### src/rtl/uart_pkg.sv
// Shared UART definitions: launch FSM states, byte width, gap counter sizing.
package uart_pkg;

  localparam int unsigned BYTE_W = 32'd8;

  // Launch FSM states; GAP is only reachable when the inter-frame gap is built in.
  typedef enum logic [1:0] {
    SETTLE    = 2'd0,
    IDLE      = 2'd1,
    WAIT_DONE = 2'd2,
    GAP       = 2'd3
  } tx_state_e;

  // Bits needed for a down-counter holding clks_per_bit*gap_bits-1 .. 0.
  function automatic int unsigned gap_cnt_width(input int unsigned clks_per_bit,
                                                input int unsigned gap_bits);
    int unsigned n;
    n = clks_per_bit * gap_bits;
    if (n <= 32'd2) begin
      return 32'd1;
    end else begin
      return $clog2(n);
    end
  endfunction

endpackage

### src/rtl/uart_sync_fifo.sv
// Register-based synchronous FIFO with occupancy count, registered full/empty
// and a sticky overflow flag. A push into a full FIFO is accepted only when a
// pop happens in the same cycle; otherwise it is dropped and flagged.
module uart_sync_fifo
  import uart_pkg::*;
#(
  parameter int unsigned DEPTH = 32'd16,
  parameter int unsigned WIDTH = BYTE_W
) (
  input  logic                   clk,
  input  logic                   rst,
  input  logic                   push,
  input  logic [WIDTH-1:0]       wr_data,
  input  logic                   pop,
  output logic [WIDTH-1:0]       rd_data,
  input  logic                   clr_ovf,
  output logic                   full,
  output logic                   empty,
  output logic [$clog2(DEPTH):0] count,
  output logic                   overflow
);

  localparam int unsigned AW = $clog2(DEPTH);
  localparam int unsigned CW = AW + 32'd1;
  localparam logic [AW-1:0] PTR_ONE = AW'(32'd1);
  localparam logic [CW-1:0] CNT_ONE = CW'(32'd1);
  localparam logic [CW-1:0] CNT_ZERO = CW'(32'd0);
  localparam logic [CW-1:0] CNT_FULL = CW'(DEPTH);

  logic [WIDTH-1:0] mem_r [DEPTH];
  logic [AW-1:0]    wr_ptr_r;
  logic [AW-1:0]    rd_ptr_r;
  logic [CW-1:0]    count_r;
  logic [CW-1:0]    count_s;
  logic             full_r;
  logic             empty_r;
  logic             ovf_r;
  logic             push_ok_s;
  logic             pop_ok_s;
  logic             drop_s;

  // Qualify push/pop and work out the next occupancy.
  always_comb begin
    pop_ok_s  = pop & ~empty_r;
    push_ok_s = push & (~full_r | pop_ok_s);
    drop_s    = push & ~push_ok_s;
    case ({push_ok_s, pop_ok_s})
      2'b10:   count_s = count_r + CNT_ONE;
      2'b01:   count_s = count_r - CNT_ONE;
      default: count_s = count_r;
    endcase
  end

  // Storage array; cleared on reset so no stale data survives.
  always_ff @(posedge clk or posedge rst) begin
    if (rst) begin
      for (int unsigned i = 0; i < DEPTH; i++) begin
        mem_r[i] <= '0;
      end
    end else if (push_ok_s) begin
      mem_r[wr_ptr_r] <= wr_data;
    end
  end

  // Pointers, count and the full/empty flags taken from the next count.
  always_ff @(posedge clk or posedge rst) begin
    if (rst) begin
      wr_ptr_r <= '0;
      rd_ptr_r <= '0;
      count_r  <= CNT_ZERO;
      full_r   <= 1'b0;
      empty_r  <= 1'b1;
    end else begin
      if (push_ok_s) wr_ptr_r <= wr_ptr_r + PTR_ONE;
      if (pop_ok_s)  rd_ptr_r <= rd_ptr_r + PTR_ONE;
      count_r <= count_s;
      full_r  <= (count_s == CNT_FULL);
      empty_r <= (count_s == CNT_ZERO);
    end
  end

  // Sticky overflow; a drop in the same cycle as a clear keeps it set.
  always_ff @(posedge clk or posedge rst) begin
    if (rst) begin
      ovf_r <= 1'b0;
    end else if (drop_s) begin
      ovf_r <= 1'b1;
    end else if (clr_ovf) begin
      ovf_r <= 1'b0;
    end
  end

  assign rd_data  = mem_r[rd_ptr_r];
  assign full     = full_r;
  assign empty    = empty_r;
  assign count    = count_r;
  assign overflow = ovf_r;

endmodule

### src/rtl/uart_tx_fifo_ctrl.sv
// Byte-buffering launch controller in front of uart_tx. Bytes queue in a
// FIFO; the FSM launches one byte per frame with a single-cycle o_tx_dv and
// waits for o_tx_done before the next. Define UART_TX_FIFO_GAP_EN to insert
// GAP_BITS idle bit-times between frames.
module uart_tx_fifo_ctrl
  import uart_pkg::*;
#(
  parameter int unsigned DEPTH        = 32'd16,
  parameter int unsigned CLKS_PER_BIT = 32'd87,
  parameter int unsigned GAP_BITS     = 32'd1
) (
  input  logic                   i_clock,
  input  logic                   i_reset,
  input  logic                   i_wr_en,
  input  logic [BYTE_W-1:0]      i_wr_byte,
  input  logic                   i_clr_ovf,
  output logic                   o_full,
  output logic                   o_empty,
  output logic [$clog2(DEPTH):0] o_count,
  output logic                   o_overflow,
  output logic                   o_tx_dv,
  output logic [BYTE_W-1:0]      o_tx_byte,
  input  logic                   i_tx_active,
  input  logic                   i_tx_done
);

  // Reject configurations the FIFO pointers and gap counter cannot handle.
  if ((DEPTH < 32'd2) || ((DEPTH & (DEPTH - 32'd1)) != 32'd0)) begin : g_bad_depth
    $error("uart_tx_fifo_ctrl: DEPTH must be a power of two and at least 2");
  end
  if ((CLKS_PER_BIT < 32'd1) || (GAP_BITS < 32'd1)) begin : g_bad_timing
    $error("uart_tx_fifo_ctrl: CLKS_PER_BIT and GAP_BITS must be at least 1");
  end

  tx_state_e         state_r;
  tx_state_e         state_s;
  logic              pop_s;
  logic [BYTE_W-1:0] head_s;
  logic              tx_dv_r;
  logic [BYTE_W-1:0] tx_byte_r;

  uart_sync_fifo #(
    .DEPTH (DEPTH),
    .WIDTH (BYTE_W)
  ) u_fifo (
    .clk      (i_clock),
    .rst      (i_reset),
    .push     (i_wr_en),
    .wr_data  (i_wr_byte),
    .pop      (pop_s),
    .rd_data  (head_s),
    .clr_ovf  (i_clr_ovf),
    .full     (o_full),
    .empty    (o_empty),
    .count    (o_count),
    .overflow (o_overflow)
  );

`ifdef UART_TX_FIFO_GAP_EN
  localparam int unsigned GW = gap_cnt_width(CLKS_PER_BIT, GAP_BITS);
  localparam logic [GW-1:0] GAP_LOAD = GW'(CLKS_PER_BIT * GAP_BITS - 32'd1);
  localparam logic [GW-1:0] GAP_ONE  = GW'(32'd1);
  localparam logic [GW-1:0] GAP_ZERO = GW'(32'd0);

  logic [GW-1:0] gap_cnt_r;

  // Inter-frame gap counter: loaded when the frame completes, counts down in GAP.
  always_ff @(posedge i_clock or posedge i_reset) begin
    if (i_reset) begin
      gap_cnt_r <= GAP_ZERO;
    end else if ((state_r == WAIT_DONE) && i_tx_done) begin
      gap_cnt_r <= GAP_LOAD;
    end else if ((state_r == GAP) && (gap_cnt_r != GAP_ZERO)) begin
      gap_cnt_r <= gap_cnt_r - GAP_ONE;
    end
  end
`endif

  // Launch FSM state register; reset lands in SETTLE as uart_tx is not reset.
  always_ff @(posedge i_clock or posedge i_reset) begin
    if (i_reset) begin
      state_r <= SETTLE;
    end else begin
      state_r <= state_s;
    end
  end

  // Next-state and pop decision.
  always_comb begin
    state_s = state_r;
    pop_s   = 1'b0;
    case (state_r)
      SETTLE: begin
        if (!i_tx_active) begin
          state_s = IDLE;
        end else begin
          state_s = SETTLE;
        end
      end
      IDLE: begin
        if (!o_empty && !i_tx_active) begin
          pop_s   = 1'b1;
          state_s = WAIT_DONE;
        end else begin
          state_s = IDLE;
        end
      end
      WAIT_DONE: begin
        if (i_tx_done) begin
`ifdef UART_TX_FIFO_GAP_EN
          state_s = GAP;
`else
          state_s = SETTLE;
`endif
        end else begin
          state_s = WAIT_DONE;
        end
      end
`ifdef UART_TX_FIFO_GAP_EN
      GAP: begin
        if (gap_cnt_r == GAP_ZERO) begin
          state_s = SETTLE;
        end else begin
          state_s = GAP;
        end
      end
`endif
      default: begin
        state_s = SETTLE;
      end
    endcase
  end

  // Registered launch outputs: one-cycle strobe, byte held after the strobe.
  always_ff @(posedge i_clock or posedge i_reset) begin
    if (i_reset) begin
      tx_dv_r   <= 1'b0;
      tx_byte_r <= 8'h00;
    end else begin
      tx_dv_r <= pop_s;
      if (pop_s) begin
        tx_byte_r <= head_s;
      end
    end
  end

  assign o_tx_dv   = tx_dv_r;
  assign o_tx_byte = tx_byte_r;

endmodule
### config.mk
export PLATFORM = sky130hd
export DESIGN_NAME = uart_tx_fifo_ctrl
export DESIGN_NICKNAME = d
export VERILOG_FILES = /design/src/rtl/uart_pkg.sv /design/src/rtl/uart_sync_fifo.sv /design/src/rtl/uart_tx_fifo_ctrl.sv
export SDC_FILE = /design/constraint.sdc
export NUM_CORES = 1
export LEC_CHECK = 0
export ABC_AREA = 1
export BUFFER_PORTS_ARGS = -buffer_cell sky130_fd_sc_hd__buf_2
export CAP_MARGIN = 20
export CORE_ASPECT_RATIO = 1.5
export CORE_MARGIN = 2
export CORE_UTILIZATION = 25
export DETAILED_ROUTE_END_ITERATION = 16
export GPL_TIMING_DRIVEN = 0
export MAX_ROUTING_LAYER = met4
export PLACE_DENSITY = 0.43
export SLEW_MARGIN = 25
export SYNTH_ARGS = -nofsm -noshare
export SYNTH_HDL_FRONTEND = slang
export SYNTH_SLANG_ARGS = --single-unit
### constraint.sdc
create_clock -name i_clock -period 4.8 [get_ports i_clock]
set_clock_uncertainty 0.15 [all_clocks]
set_input_delay 0.24 -clock i_clock [delete_from_list [all_inputs] [get_ports i_clock]]
set_output_delay 0.24 -clock i_clock [all_outputs]
set_load 0.02 [all_outputs]
==> impl_metrics.ini <==
[run_status]
outcome = finished clean

[cells_and_area]
area_growth_pct = 18.0
nFillCells = 3091
regArea_um2 = 3880
drive_gt1_share_pct = 12.0
antenna_cells = 0
multiInputGateArea_um2 = 2930
fin_nets = 928

[critical_path]
cpPeakStageDelay_ns = 0.54
cpMaxStageDelayCell = dfstp_2
cp_num_buf_inv = 3
path_delay_family = simple AND/OR/NAND/NOR gates
crit_path_start_kind = flip-flop
critPathMaxFanout = 10
worstPathCellList = nor3_2, nand2_2, clkbuf_1, inv_1, ha_1, nand2_1, inv_1, nor2_1, ha_1, nand2_1, o21ai_0, or2_0, nor2_1, nand3_1, nor2_1
cp_data_required_time_ns = 5.02
cpMostUsedCell = nor2_1
critPathKind = reg2reg
worst_setup_path_end_kind = flip-flop
cp.arrival_ns = 3.21

[route]
wl_per_cell_um = 17.3
wl_met1_um = 9270
wl_met2_um = 12000
detail-route-antenna-nets = 0
drt-total-wl_um = 22700
detail_route.vias_per_cell = 4.50
wl_met3_um = 446
dr.first_iter.drc_count = 333
dr_total_vias = 5894
highest_layer = met4
drc = 0
dr.pass1.iters = 4

[timing]
finalHoldViolCount = 0
maxSlewHeadroom_pct = 48.8
setup_viol = 0
setup_tns_ns = 0
fin_crit_ns = 2.99
rsz0062_at_grt = no
finalHoldWorstSlack_ns = 0.0283
slew_violations = 0
worst_pin_slew_ns = 0.768
fin_crit_sh_pct = 62.2
timing.fmax_mhz = 335

[global_routing]
grt_usage_pct = 16.7
grt_pass1_wl_um = 36500
antenna_found_initial = 0
grt_max_degree = 87
overflow = 0
grt_pass1_vias = 6239

[cts]
h-tree-depth = 4
post_cts_resized = 0
path_clk_slew_ns = 0.06
clock_sinks = 155
cts_made_buffers = 17
clockBufferDepth = 2
cts_setup_buffers = 0
hold_buffers = 6
clockRootBuffer = clkbuf_16
cts_tree = yes
insertion_delay_ns = 0.44

[synthesis]
ys_ff_latch = 155
synthDistinctLibCells = 30
synth.yosys.seq_area_share_pct = 53.6
synth_edf_count = 0
yosys_warnings = 0
synth_area_per_cell_um2 = 8.51
synth_nets = 872
netlist_instances = 850
async_flop_share_pct = 100
ys_dominant_reg_cell = dfrtp_1
synth_area_um2 = 7230

[power_and_ir_drop]
vdd_drop_max_uv = 277
swShare_pct = 42.3
seqPwrFrac_pct = 36.7
p_leak_nw = 3.91
pwr-share-clk_pct = 21.7
p_switching_w = 0.00256
pwr-share-comb_pct = 41.6
p_per_area_nw_per_um2 = 708
p_int_w = 0.00348

[job]
cap_violations = 0

[floorplan]
die_w_um = 143
ioPinCount = 31
die-area_um2 = 30300
core.rowCount = 76
start_util_pct = 25.3
die_h_um = 212
core-area_um2 = 28600

[placed_design]
port_buffers = 30
gp_congestion = 0.883
dp_hpwl_um = 16500

[hold_path]
hold_class = in2reg
==> cell families (layout without fill, tap and decap cells) <==
| group | after synthesis | after routing | share of synthesized area, % |
|---|---|---|---|
| AOI/OAI and AO/OA | 216 | 216 | 15.6 |
| xor gates and xnor gates | 7 | 7 | 0.847 |
| adders and majority gates | 8 | 8 | 1.38 |
| buffers and inverters | 88 | 157 | 5.81 |
| DFF | 155 | 155 | 53.6 |
| and+or+nand+nor | 376 | 376 | 22.8 |
==> cell type report <==
class	instances	share of cell area (%)
Sequential cell	155	45.5
Tap cell	390	5.72
Buffer	51	3.27
Clock inverter	8	0.762
Timing Repair Buffer	37	2.79
Multi-Input combinational cell	607	34.4
Inverter	37	1.74
Clock buffer	24	5.88
==> synth_stat cells, drive strengths merged, types with 2 or more instances <==
master	n	area share, %
nand3	55	5.5
clkinv	2	0.10
dfrtp	154	53
inv	35	1.9
nand2	193	10
o211ai	16	1.7
nor2	123	6.5
xor2	6	0.73
nand4	3	0.26
clkbuf	29	1.5
ha	8	1.4
o21ai	198	14
buf	22	2.4
==> worst paths after layout <==
| path | start | to | slack (ns) | cells past startpoint |
|---|---|---|---|---|
| setup reg to reg | u_fifo.empty$_DFF_PP1_ | u_fifo.full$_DFF_PP0_ | 1.81 | 15 |
| setup / recovery | u_fifo.empty$_DFF_PP1_ | u_fifo.full$_DFF_PP0_ | 1.81 | 15 |
| min in group asynchronous | i_reset | u_fifo.mem_r[29]$_DFFE_PP0P_ | 0.25 | 3 |
| hold reg to reg | state_r[1]$_DFF_PP0_ | state_r[0]$_DFF_PP0_ | 0.32 | 1 |
| max in group asynchronous | i_reset | u_fifo.empty$_DFF_PP1_ | 3.38 | 4 |
| hold / removal | i_wr_byte[3] | u_fifo.mem_r[19]$_DFFE_PP0P_ | 0.03 | 3 |
==> metrics by stage <==
stage          worst slack, ns  instances  utilization, %  total power, W  area (um^2)
2_1_floorplan            0.234        850               -         0.00390         7230
5_1_grt                   1.46       1309            29.8         0.00655         8530
3_5_place_dp              1.78       1271            27.6         0.00476         7910
6_report                  1.81       1309            29.8         0.00604         8530
4_1_cts                   1.76       1309            29.8         0.00611         8530
3_3_place_gp             -2.18       1270            27.5         0.00474         7870
==> power groups by stage <==
| stage | Sequential (W) | Combinational [W] | Clock (W) |
|---|---|---|---|
| global route | 0.00229 | 0.00286 | 0.00140 |
| detailed placement | 0.00224 | 0.00252 | 0 |
| finish | 0.00222 | 0.00251 | 0.00131 |
| floorplan | 0.00221 | 0.00169 | 0 |
| CTS | 0.00222 | 0.00254 | 0.00135 |
| global placement | 0.00223 | 0.00251 | 0 |
==> sequential cells by signal (all words and copies together), names as in the netlist <==
name and count:
o_tx_dv 1, u_fifo.overflow 1, state_r 2, o_tx_byte 8, u_fifo.rd_ptr_r 4, u_fifo.wr_ptr_r 4
u_fifo.full 1, u_fifo.count 5, u_fifo.empty 1, u_fifo.mem_r 128
==> metal layers <==
metal / vias up / track usage, %
met3: 45 / 2.21
li1: 2921 / -
met2: 97 / 29.3
met1: 2831 / 18.2
met5: - / -
met4: 0 / 8.98
==> worst reg2reg max path: cells and delay by family, from the launching register on <==
family,cells,cell delay (ns)
AOI/OAI and AO/OA,1,0.09
adders and majority gates,2,0.54
and+or+nand+nor,9,1.04
DFF,1,0.54
buffers and inverters,3,0.56
==> layout by cell type (no fill, tap or decap) <==
cell             n
o31ai_1          1
nand3_1         43
buf_2           39
o21ai_1        137
inv_2            7
inv_4            1
or2_0            1
o21ai_0         61
dfrtp_1        154
nand3_2          4
nand4_1          3
dfstp_2          1
nand2_1        186
buf_1            4
bufinv_16        1
clkbuf_1        31
buf_12           1
nor2_1         122
nor3_2           1
nor2_4           1
ha_1             8
dlygate4sd3_1    6
clkinv_2         7
buf_16           1
buf_6            8
clkbuf_16       17
xnor2_1          1
nand3_4          8
nand2_4          1
nand2_2          6
inv_8            1
a211oi_1         1
o211ai_1        16
clkinv_1         2
clkbuf_8         5
xor2_1           6
inv_1           26
No activity file was read; power rests on OpenSTA's default activity.
